`src/rtl/vga_timing_gen.sv`:
```
// vga_timing_gen
// Parametrised VGA raster timing generator. Two free-running counters walk the
// raster (active, front porch, sync, back porch on both axes). A registered
// decode stage (stage 0) issues the fetch request and pixel coordinates; LEAD
// further register stages delay the display-side signals, so pixel data
// fetched on req is ready by the time de is asserted.
//
// Ports:
//   clk_25      in   pixel clock
//   reset_n     in   asynchronous active-low reset
//   en          in   advance enable; low freezes counters, stage 0 and pipe
//   h_sync      out  horizontal sync, active level H_POL
//   v_sync      out  vertical sync, active level V_POL
//   de          out  display enable, LEAD cycles behind req
//   req         out  fetch request for (pixel_x, pixel_y)
//   pixel_x     out  column of requested pixel (holds outside active area)
//   pixel_y     out  row of requested pixel (holds outside active area)
//   line_start  out  pulse at column 0 of every line, aligned with de
//   frame_start out  pulse at (0,0), aligned with de
module vga_timing_gen #(
  parameter int H_ACTIVE = 640,
  parameter int H_FP     = 16,
  parameter int H_SYNC   = 96,
  parameter int H_BP     = 48,
  parameter int V_ACTIVE = 480,
  parameter int V_FP     = 10,
  parameter int V_SYNC   = 2,
  parameter int V_BP     = 33,
  parameter bit H_POL    = 1'b0,
  parameter bit V_POL    = 1'b0,
  parameter int LEAD     = 2,
  parameter int CW       = 10
) (
  input  logic          clk_25,
  input  logic          reset_n,
  input  logic          en,
  output logic          h_sync,
  output logic          v_sync,
  output logic          de,
  output logic          req,
  output logic [CW-1:0] pixel_x,
  output logic [CW-1:0] pixel_y,
  output logic          line_start,
  output logic          frame_start
);

  localparam int H_TOTAL = H_ACTIVE + H_FP + H_SYNC + H_BP;
  localparam int V_TOTAL = V_ACTIVE + V_FP + V_SYNC + V_BP;

  // Region bounds are one bit wider than the counters so that a bound equal
  // to 2^CW (e.g. zero back porch at full counter range) still compares right.
  localparam logic [CW:0] H_ACT_END  = (CW+1)'(H_ACTIVE);
  localparam logic [CW:0] H_SYNC_BEG = (CW+1)'(H_ACTIVE + H_FP);
  localparam logic [CW:0] H_SYNC_END = (CW+1)'(H_ACTIVE + H_FP + H_SYNC);
  localparam logic [CW:0] V_ACT_END  = (CW+1)'(V_ACTIVE);
  localparam logic [CW:0] V_SYNC_BEG = (CW+1)'(V_ACTIVE + V_FP);
  localparam logic [CW:0] V_SYNC_END = (CW+1)'(V_ACTIVE + V_FP + V_SYNC);
  localparam logic [CW-1:0] H_LAST   = CW'(H_TOTAL - 1);
  localparam logic [CW-1:0] V_LAST   = CW'(V_TOTAL - 1);

  logic [CW-1:0] h_cnt;
  logic [CW-1:0] v_cnt;
  logic [CW:0]   h_wide;
  logic [CW:0]   v_wide;
  logic          h_last;
  logic          v_last;
  logic          act_d;
  logic          hs_act_d;
  logic          vs_act_d;

  assign h_wide   = {1'b0, h_cnt};
  assign v_wide   = {1'b0, v_cnt};
  assign h_last   = (h_cnt == H_LAST);
  assign v_last   = (v_cnt == V_LAST);
  assign act_d    = (h_wide < H_ACT_END) && (v_wide < V_ACT_END);
  assign hs_act_d = (h_wide >= H_SYNC_BEG) && (h_wide < H_SYNC_END);
  assign vs_act_d = (v_wide >= V_SYNC_BEG) && (v_wide < V_SYNC_END);

  always_ff @(posedge clk_25 or negedge reset_n) begin
    if (!reset_n) begin
      h_cnt <= '0;
      v_cnt <= '0;
    end else if (en) begin
      if (h_last) begin
        h_cnt <= '0;
        v_cnt <= v_last ? '0 : v_cnt + 1'b1;
      end else begin
        h_cnt <= h_cnt + 1'b1;
      end
    end
  end

  // Index 0 is stage 0; index LEAD drives the display outputs. Syncs are kept
  // as "asserted" flags internally and mapped to polarity only at the port.
  logic [LEAD:0] de_p;
  logic [LEAD:0] hs_p;
  logic [LEAD:0] vs_p;
  logic [LEAD:0] ls_p;
  logic [LEAD:0] fs_p;

  always_ff @(posedge clk_25 or negedge reset_n) begin
    if (!reset_n) begin
      de_p    <= '0;
      hs_p    <= '0;
      vs_p    <= '0;
      ls_p    <= '0;
      fs_p    <= '0;
      pixel_x <= '0;
      pixel_y <= '0;
    end else if (en) begin
      de_p[0] <= act_d;
      hs_p[0] <= hs_act_d;
      vs_p[0] <= vs_act_d;
      ls_p[0] <= (h_cnt == '0);
      fs_p[0] <= (h_cnt == '0) && (v_cnt == '0);
      if (act_d) begin
        pixel_x <= h_cnt;
        pixel_y <= v_cnt;
      end
      for (int i = 1; i <= LEAD; i++) begin
        de_p[i] <= de_p[i-1];
        hs_p[i] <= hs_p[i-1];
        vs_p[i] <= vs_p[i-1];
        ls_p[i] <= ls_p[i-1];
        fs_p[i] <= fs_p[i-1];
      end
    end
  end

  assign req         = de_p[0];
  assign de          = de_p[LEAD];
  assign line_start  = ls_p[LEAD];
  assign frame_start = fs_p[LEAD];
  assign h_sync      = hs_p[LEAD] ^ ~H_POL;
  assign v_sync      = vs_p[LEAD] ^ ~V_POL;

endmodule

```
`config.mk`:
```
export PLATFORM = sky130hd
export DESIGN_NAME = vga_timing_gen
export DESIGN_NICKNAME = d
export VERILOG_FILES = /design/src/rtl/vga_timing_gen.sv
export SDC_FILE = /design/constraint.sdc
export NUM_CORES = 1
export LEC_CHECK = 0
export CELL_PAD_IN_SITES_DETAIL_PLACEMENT = 1
export CELL_PAD_IN_SITES_GLOBAL_PLACEMENT = 1
export CORE_MARGIN = 2
export CORE_UTILIZATION = 45
export DETAILED_ROUTE_END_ITERATION = 10
export DONT_BUFFER_PORTS = 1
export GPL_TIMING_DRIVEN = 1
export PLACE_DENSITY = 0.7
export SLEW_MARGIN = 20
export SYNTH_ARGS = -nofsm -noshare
export SYNTH_HDL_FRONTEND = slang
export SYNTH_SLANG_ARGS = --single-unit
```
`constraint.sdc`:
```
create_clock -name clk_25 -period 1.6 [get_ports clk_25]
set_input_delay 0.32 -clock clk_25 [delete_from_list [all_inputs] [get_ports clk_25]]
set_output_delay 0.32 -clock clk_25 [all_outputs]
set_load 0.1 [all_outputs]
```
==> results.py <==
metrics = {
    "floorplanning": {
        "core_area_mm2": 0.005439,
        "fp.dieW_um": 78.72,
        "rows": 27,
        "initial_core_util_pct": 46.19,
        "die_y_um": 78.72,
        "dieArea_mm2": 0.006197,
        "num_io_pins": 29,
    },
    "cells_and_area": {
        "fin_util_pct": 60.43,
        "drive_gt1_share_pct": 44.32,
        "nFillCells": 563,
        "final_cell_area_mm2": 0.003287,
        "multi_input_comb_area_mm2": 0.001116,
        "seq_area_mm2": 0.001378,
        "syn2layout_area_growth_pct": 30.83,
        "n_antenna_cell": 0,
        "final_nets": 279,
    },
    "sta": {
        "slew_headroom_pct": 67.13,
        "fin_ws_ns": -0.1785,
        "rsz0062_at_grt": "true",
        "timing.final.crit_share_pct": 111.2,
        "worst_pin_slew_ns": 0.4892,
        "finClkSkew_ns": 0.005336,
        "finalSetupViolCount": 23,
        "max_freq_ghz": 0.5623,
        "period_minus_slack_ns": 1.779,
        "hold_ws_ns": -0.3084,
        "finalHoldViolCount": 55,
        "drv_slew": 0,
    },
    "synth": {
        "synth_cell_types": 45,
        "synth_nets": 219,
        "synth_seq_cells": 55,
        "synth_edf_count": 0,
        "synth.avg_cell_area_um2": 11.85,
        "yosysSeqAreaShare_pct": 54.78,
        "async_reset_ff_share_pct": 100.0,
        "ys_warn_count": 0,
        "ys.flop_type": "dfrtp_1",
        "syn_area_mm2": 0.002512,
        "syn_inst": 212,
    },
    "cts": {
        "clk_pin_slew_ns": 0.09,
        "clkLatencyLatePin_ns": 0.31,
        "cts-root-buf": "clkbuf_8",
        "cts_max_level": 2,
        "clock_sinks": 55,
        "tritoncts": "built",
        "cts_buffer_depth": 2,
        "numCtsBuffers": 5,
    },
    "route": {
        "drtIter0Drc": 83,
        "vias_per_cell": 5.377,
        "wl_mm": 6.170,
        "vias": 1855,
        "wire_per_inst_um": 17.88,
        "first_pass_iters": 4,
        "detail-route-antenna-nets": 0,
        "drcViolationCount": 0,
    },
    "placement": {
        "place_area_mm2": 0.003048,
        "post-place-ws_ns": -0.1467,
        "post-dp-hpwl_mm": 4.263,
        "port_buffers": 0,
        "gp_congestion": 0.8411,
    },
    "setup_path": {
        "rr_worst_depth": 5,
        "startpoint_type": "flop",
        "critPathKind": "flop to flop",
        "crit_required_ns": 1.79,
        "timing.rr.start": "h_cnt[1]",
        "worst-path-max-fanout": 8,
        "cp.arrival_ns": 1.97,
        "cp-end-kind": "flop",
        "reg2reg_to": "v_cnt[9]",
        "regToRegSetupSlack_ns": -0.18,
    },
    "global_routing": {
        "grt_pass1_wl_mm": 10.08,
        "antenna_found_initial": 0,
        "grt_pass1_vias": 2042,
        "track_usage_pct": 21.20,
        "grt-ovfl-total": 0,
        "grt_max_degree": 56,
    },
    "pwr": {
        "ir_drop_mv": 0.8448,
        "power_density_mw_per_mm2": 1134,
        "p_leak_nw": 1.612,
    },
    "run_status": {
        "status": "finished, violations left",
        "violations": "negative hold slack, negative setup slack",
    },
    "job": {
        "maxCapViolCount": 0,
    },
    "worst_hold_path": {
        "hold_path.class": "input port to async pin",
    },
}
## stage by stage
stage,TNS [ns],power (mW),hold WS [ns],instances
2_1_floorplan,-0.2074,2.552,0.02441,212
3_3_place_gp,-0.2259,2.859,0.02599,331
3_5_place_dp,-1.025,2.905,0.02586,331
4_1_cts,-1.930,3.726,-0.3158,343
5_1_grt,-3.738,3.884,-0.3335,345
6_report,-2.089,3.729,-0.3084,345
## critical path, cell delays in order (launching register included)
cell       delay (ns)
dfrtp_1          0.45
ha_4             0.18
nand4bb_4        0.12
or4_4            0.62
o21ai_1          0.19
o31ai_1          0.09
## cells by family after synthesis
logic type | synth area share [%]
compound gates | 7.321
xor+xnor | 3.138
fa+ha+maj | 1.992
buf+inv | 4.332
flops | 54.78
mux | 11.65
simple gates | 16.78
## report_power, final
part	internal (mW)	total, mW	switching, mW
registers	1.54	1.68	0.138
logic	0.413	1.26	0.845
clock network	0.355	0.792	0.437
total	2.31	3.73	1.42
## worst max path at each step
| stage | startpoint | to |
|---|---|---|
| 2_1_floorplan | h_cnt[0] | h_cnt[9] |
| 3_3_place_gp | h_cnt[1] | v_cnt[7] |
| 3_5_place_dp | h_cnt[0] | v_cnt[7] |
| 4_1_cts | h_cnt[0] | v_cnt[9] |
| 5_1_grt | h_cnt[1] | v_cnt[8] |
| 6_report | h_cnt[1] | v_cnt[9] |
## cell type report
class | instances | share of cell area, %
multi-input cells | 132 | 33.96
clock buffers | 7 | 2.627
clock inverters | 1 | 0.2665
flip-flops and latches | 55 | 41.91
inverters | 14 | 1.599
repair buffers | 64 | 16.90
well taps | 72 | 2.741
## what timing repair did
item                                    in CTS  in global routing
pin swaps                                    3                 10
endpoints found under the hold margin       55                 55
setup buffers                                3                  2
resized for setup                            8                  9
gates cloned                                 1                  1
endpoints found under the setup margin      25                 31
## synthesized netlist by cell type (2+ instances only)
cell      number  area share, %
dfrtp_1       55             55
mux2_2        26             12
nand2_1       16            2.4
inv_1         14            2.1
o21ai_0       11            2.2
nor2_1         8            1.2
xor2_1         7            2.4
clkbuf_1       5           0.75
nand3_1        5            1.0
a21oi_1        4           0.80
ha_1           4            2.0
nand4_1        4            1.0
nor3_1         4           0.80
a22o_1         3            1.0
and2_1         3           0.75
buf_2          3           0.60
or3_1          3           0.75
a31oi_1        2           0.50
and3_1         2           0.50
nand2b_1       2           0.50
nor3_4         2            1.3
nor3b_1        2           0.60
nor4b_1        2           0.70
o22ai_1        2           0.50
o31ai_1        2           0.60
xnor2_1        2           0.70
## state kept, by name (all words and copies together), names as in the netlist
| register | count |
|---|---|
| v_cnt | 10 |
| pixel_y | 10 |
| ls_p | 3 |
| vs_p | 3 |
| fs_p | 3 |
| hs_p | 3 |
| h_cnt | 10 |
| pixel_x | 10 |
| de_p | 3 |
## layer usage
metal  wire [um]  share of wire (%)  up-vias  track usage, %
li1            -                  -      866               -
met1        2692                 44      947           26.92
met2        3164                 51       32           36.07
met3         230                3.7       10           5.114
met4          82                1.3        0           6.316
met5           0                  0        -               0
## placed cells by master (no fill, tap or decap), drive strengths merged, types with 3 or more instances in the layout
cell type | synthesis | layout
nor2 | 8 | 8
and2 | 3 | 3
nand3 | 5 | 5
nor3 | 6 | 6
nand4 | 4 | 4
mux2 | 26 | 26
xor2 | 7 | 7
or3 | 3 | 3
a21oi | 4 | 4
dfrtp | 55 | 55
clkbuf | 5 | 8
buf | 6 | 63
a22o | 3 | 3
nand2 | 16 | 16
ha | 4 | 4
o21ai | 11 | 11
nor4b | 3 | 3
inv | 14 | 14
Note: power is estimated with default switching activity, not from simulation.
==> edit: new RTL, config.mk and constraints unchanged <==
Put a register stage on the outputs `h_sync`, `v_sync`, `de`, `req`, `line_start` and `frame_start`. The values now appear one clock later. The other outputs are not delayed to match. Comments in the files are not updated.
--- a/src/rtl/vga_timing_gen.sv
+++ b/src/rtl/vga_timing_gen.sv
@@ -127,12 +127,14 @@
     end
   end
 
-  assign req         = de_p[0];
-  assign de          = de_p[LEAD];
-  assign line_start  = ls_p[LEAD];
-  assign frame_start = fs_p[LEAD];
-  assign h_sync      = hs_p[LEAD] ^ ~H_POL;
-  assign v_sync      = vs_p[LEAD] ^ ~V_POL;
+  always_ff @(posedge clk_25) begin
+    h_sync      <= hs_p[LEAD] ^ ~H_POL;
+    v_sync      <= vs_p[LEAD] ^ ~V_POL;
+    de          <= de_p[LEAD];
+    req         <= de_p[0];
+    line_start  <= ls_p[LEAD];
+    frame_start <= fs_p[LEAD];
+  end
 
 endmodule
 
Function: changed (a bounded check fails within 4 cycles, from zero or initial values and one cycle with reset_n low).
==> edit against the unedited design <==
  * Setup slack got worse by 0.053 ns
  * Sequential cell count up 6
  * Clock skew up 0.0032 ns
  * The flow finishes with violations (negative setup slack)
  * Total power up 22%
  * Non-clock buffer count did not move
  * Design area up 8.0%
  * Synthesized area rose by 4.8%
  * Clock power increased by 77%
  * Combinational power grew 4%
  * Hold slack better by 0.37 ns
  * Wire length rose by 23%
==> edit: results <==
[run_status]
status = finished with violations
failed_checks = negative setup slack

[global_route]
use_met3_pct = 4.38
grt_pass1_wl_um = 11100
antenna_found_initial = 0
use_met1_pct = 27.0
grt_use_met2_pct = 40.7
track_usage_pct = 23.4
grt_max_degree = 56
grt_pass1_vias = 2189

[placed_design]
place_hpwl_um = 4580
finalWeightedCongestion = 0.873
io_buffers = 0
post-place-ws_ns = -0.177

[clocking]
clockBufferDepth = 2
htreeDepth = 3
clkTransAtPathRegs_ns = 0.07
clock_latency_ns = 0.34
cts-root-buf = clkbuf_8
cts_buffers = 9

[power_and_ir_drop]
leakage_nw = 1.71
ir_drop_uv = 1120

[yosys]
yosysSeqAreaShare_pct = 56.8
syn-num-nets = 225
netlist_top_cells_count = dfrtp_1, mux2_2, nand2_1, inv_1, o21ai_0
synth_area_leaders = dfrtp_1, mux2_2, dfxtp_1
yosys_warnings = 0
async_flop_share_pct = 90.2
yosysUniqueCellTypes = 46
ys.flop_type = dfrtp_1

[final_layout]
diodes = 0
nets = 289
layout-drive-gt1-share_pct = 49.0

[route]
drt_first_pass_iters = 5
viasPerCell = 5.61
first_iter_violations = 71
wl_per_cell_um = 21.3

[worst_setup_path]
cp_slowest_cell = or4_4
reg2reg_depth = 5
r2r_end = v_cnt[8]$_DFFE_PN0P_
r2r-start = h_cnt[0]$_DFFE_PN0P_
worstPathMaxFanout = 8
critPathArrivalTime_ns = 2.08
crit_family = simple AND/OR/NAND/NOR gates
cp_slowest_stage_delay_ns = 0.62

[timing]
skew_ns = 0.00859
hold_slack_ns = 0.0658
worst_slew_pin_slew_ns = 0.424
finalSetupViolCount = 20
setup_ws_ns = -0.231
fin_setup_tns_ns = -1.70

[hold_path]
hold_path.startpoint = en
min_path_cells = 1
whs_endpoint = ls_p[0]$_DFFE_PN0P_
hold_class = in2reg
-- edit: cell count changes in the layout (fill, tap and decap cells not counted), moves of 3 or more --
cell and delta:
buf_12 -3, clkbuf_8 +5, dfxtp_1 +6, inv_1 -3, inv_2 +3
-- edit: worst max path at each step --
stage	slack, ns	end	cells past startpoint	start
finish	-0.23	v_cnt[8]$_DFFE_PN0P_	5	h_cnt[0]$_DFFE_PN0P_
global route	-0.28	v_cnt[8]$_DFFE_PN0P_	5	h_cnt[0]$_DFFE_PN0P_
CTS	-0.12	h_cnt[9]$_DFFE_PN0P_	5	h_cnt[0]$_DFFE_PN0P_
detailed placement	-0.18	v_cnt[4]$_DFFE_PN0P_	3	h_cnt[8]$_DFFE_PN0P_
global placement	-0.02	v_cnt[7]$_DFFE_PN0P_	5	h_cnt[1]$_DFFE_PN0P_
floorplan	-0.07	h_cnt[9]$_DFFE_PN0P_	6	h_cnt[0]$_DFFE_PN0P_
-- edit: power by group --
part	switching, mW	internal [mW]
clock network	0.611	0.790
registers	0.138	1.71
logic	0.913	0.399
total	1.66	2.89
-- edit: logic make-up after synthesis --
| group | count (synthesis) | share of synthesized area, % |
|---|---|---|
| DFF | 61 | 56.8 |
| adders and majority gates | 4 | 1.90 |
| and+or+nand+nor | 64 | 16.0 |
| xor gates and xnor gates | 9 | 2.99 |
| buffers and inverters | 25 | 4.13 |
| AOI/OAI and AO/OA | 29 | 6.99 |
| muxes | 26 | 11.1 |
-- edit: area by class of cell --
class	instances	area, sq um
fillers	578	2030
flip-flops and latches	61	1500
multi-input cells	132	1180
repair buffers	64	527
clock buffers	11	151
well taps	72	90.1
inverters	14	52.6
clock inverters	4	47.5
-- edit: through the flow --
stage          total power [mW]  area [sq um]  cells
3_5_place_dp               3.05          3150    336
2_1_floorplan              2.72          2690    218
3_3_place_gp               3.01          3150    336
5_1_grt                    4.71          3550    358
6_report                   4.56          3550    358
4_1_cts                    4.47          3430    354
-- edit: metal layers --
layer / wire length [um] / vias up
met5: 0 / -
met4: 230 / 0
met3: 306 / 25
met2: 3960 / 55
met1: 3110 / 1033
li1: - / 894
-- edit: timing repair --
| item | 4_1_cts | 5_1_grt |
|---|---|---|
| hold endpoints to repair | 55 | 55 |
| pin swaps | 2 | 9 |
| setup buffers | 3 | 3 |
| gates resized for setup | 13 | 21 |
| setup endpoints to repair | 28 | 34 |
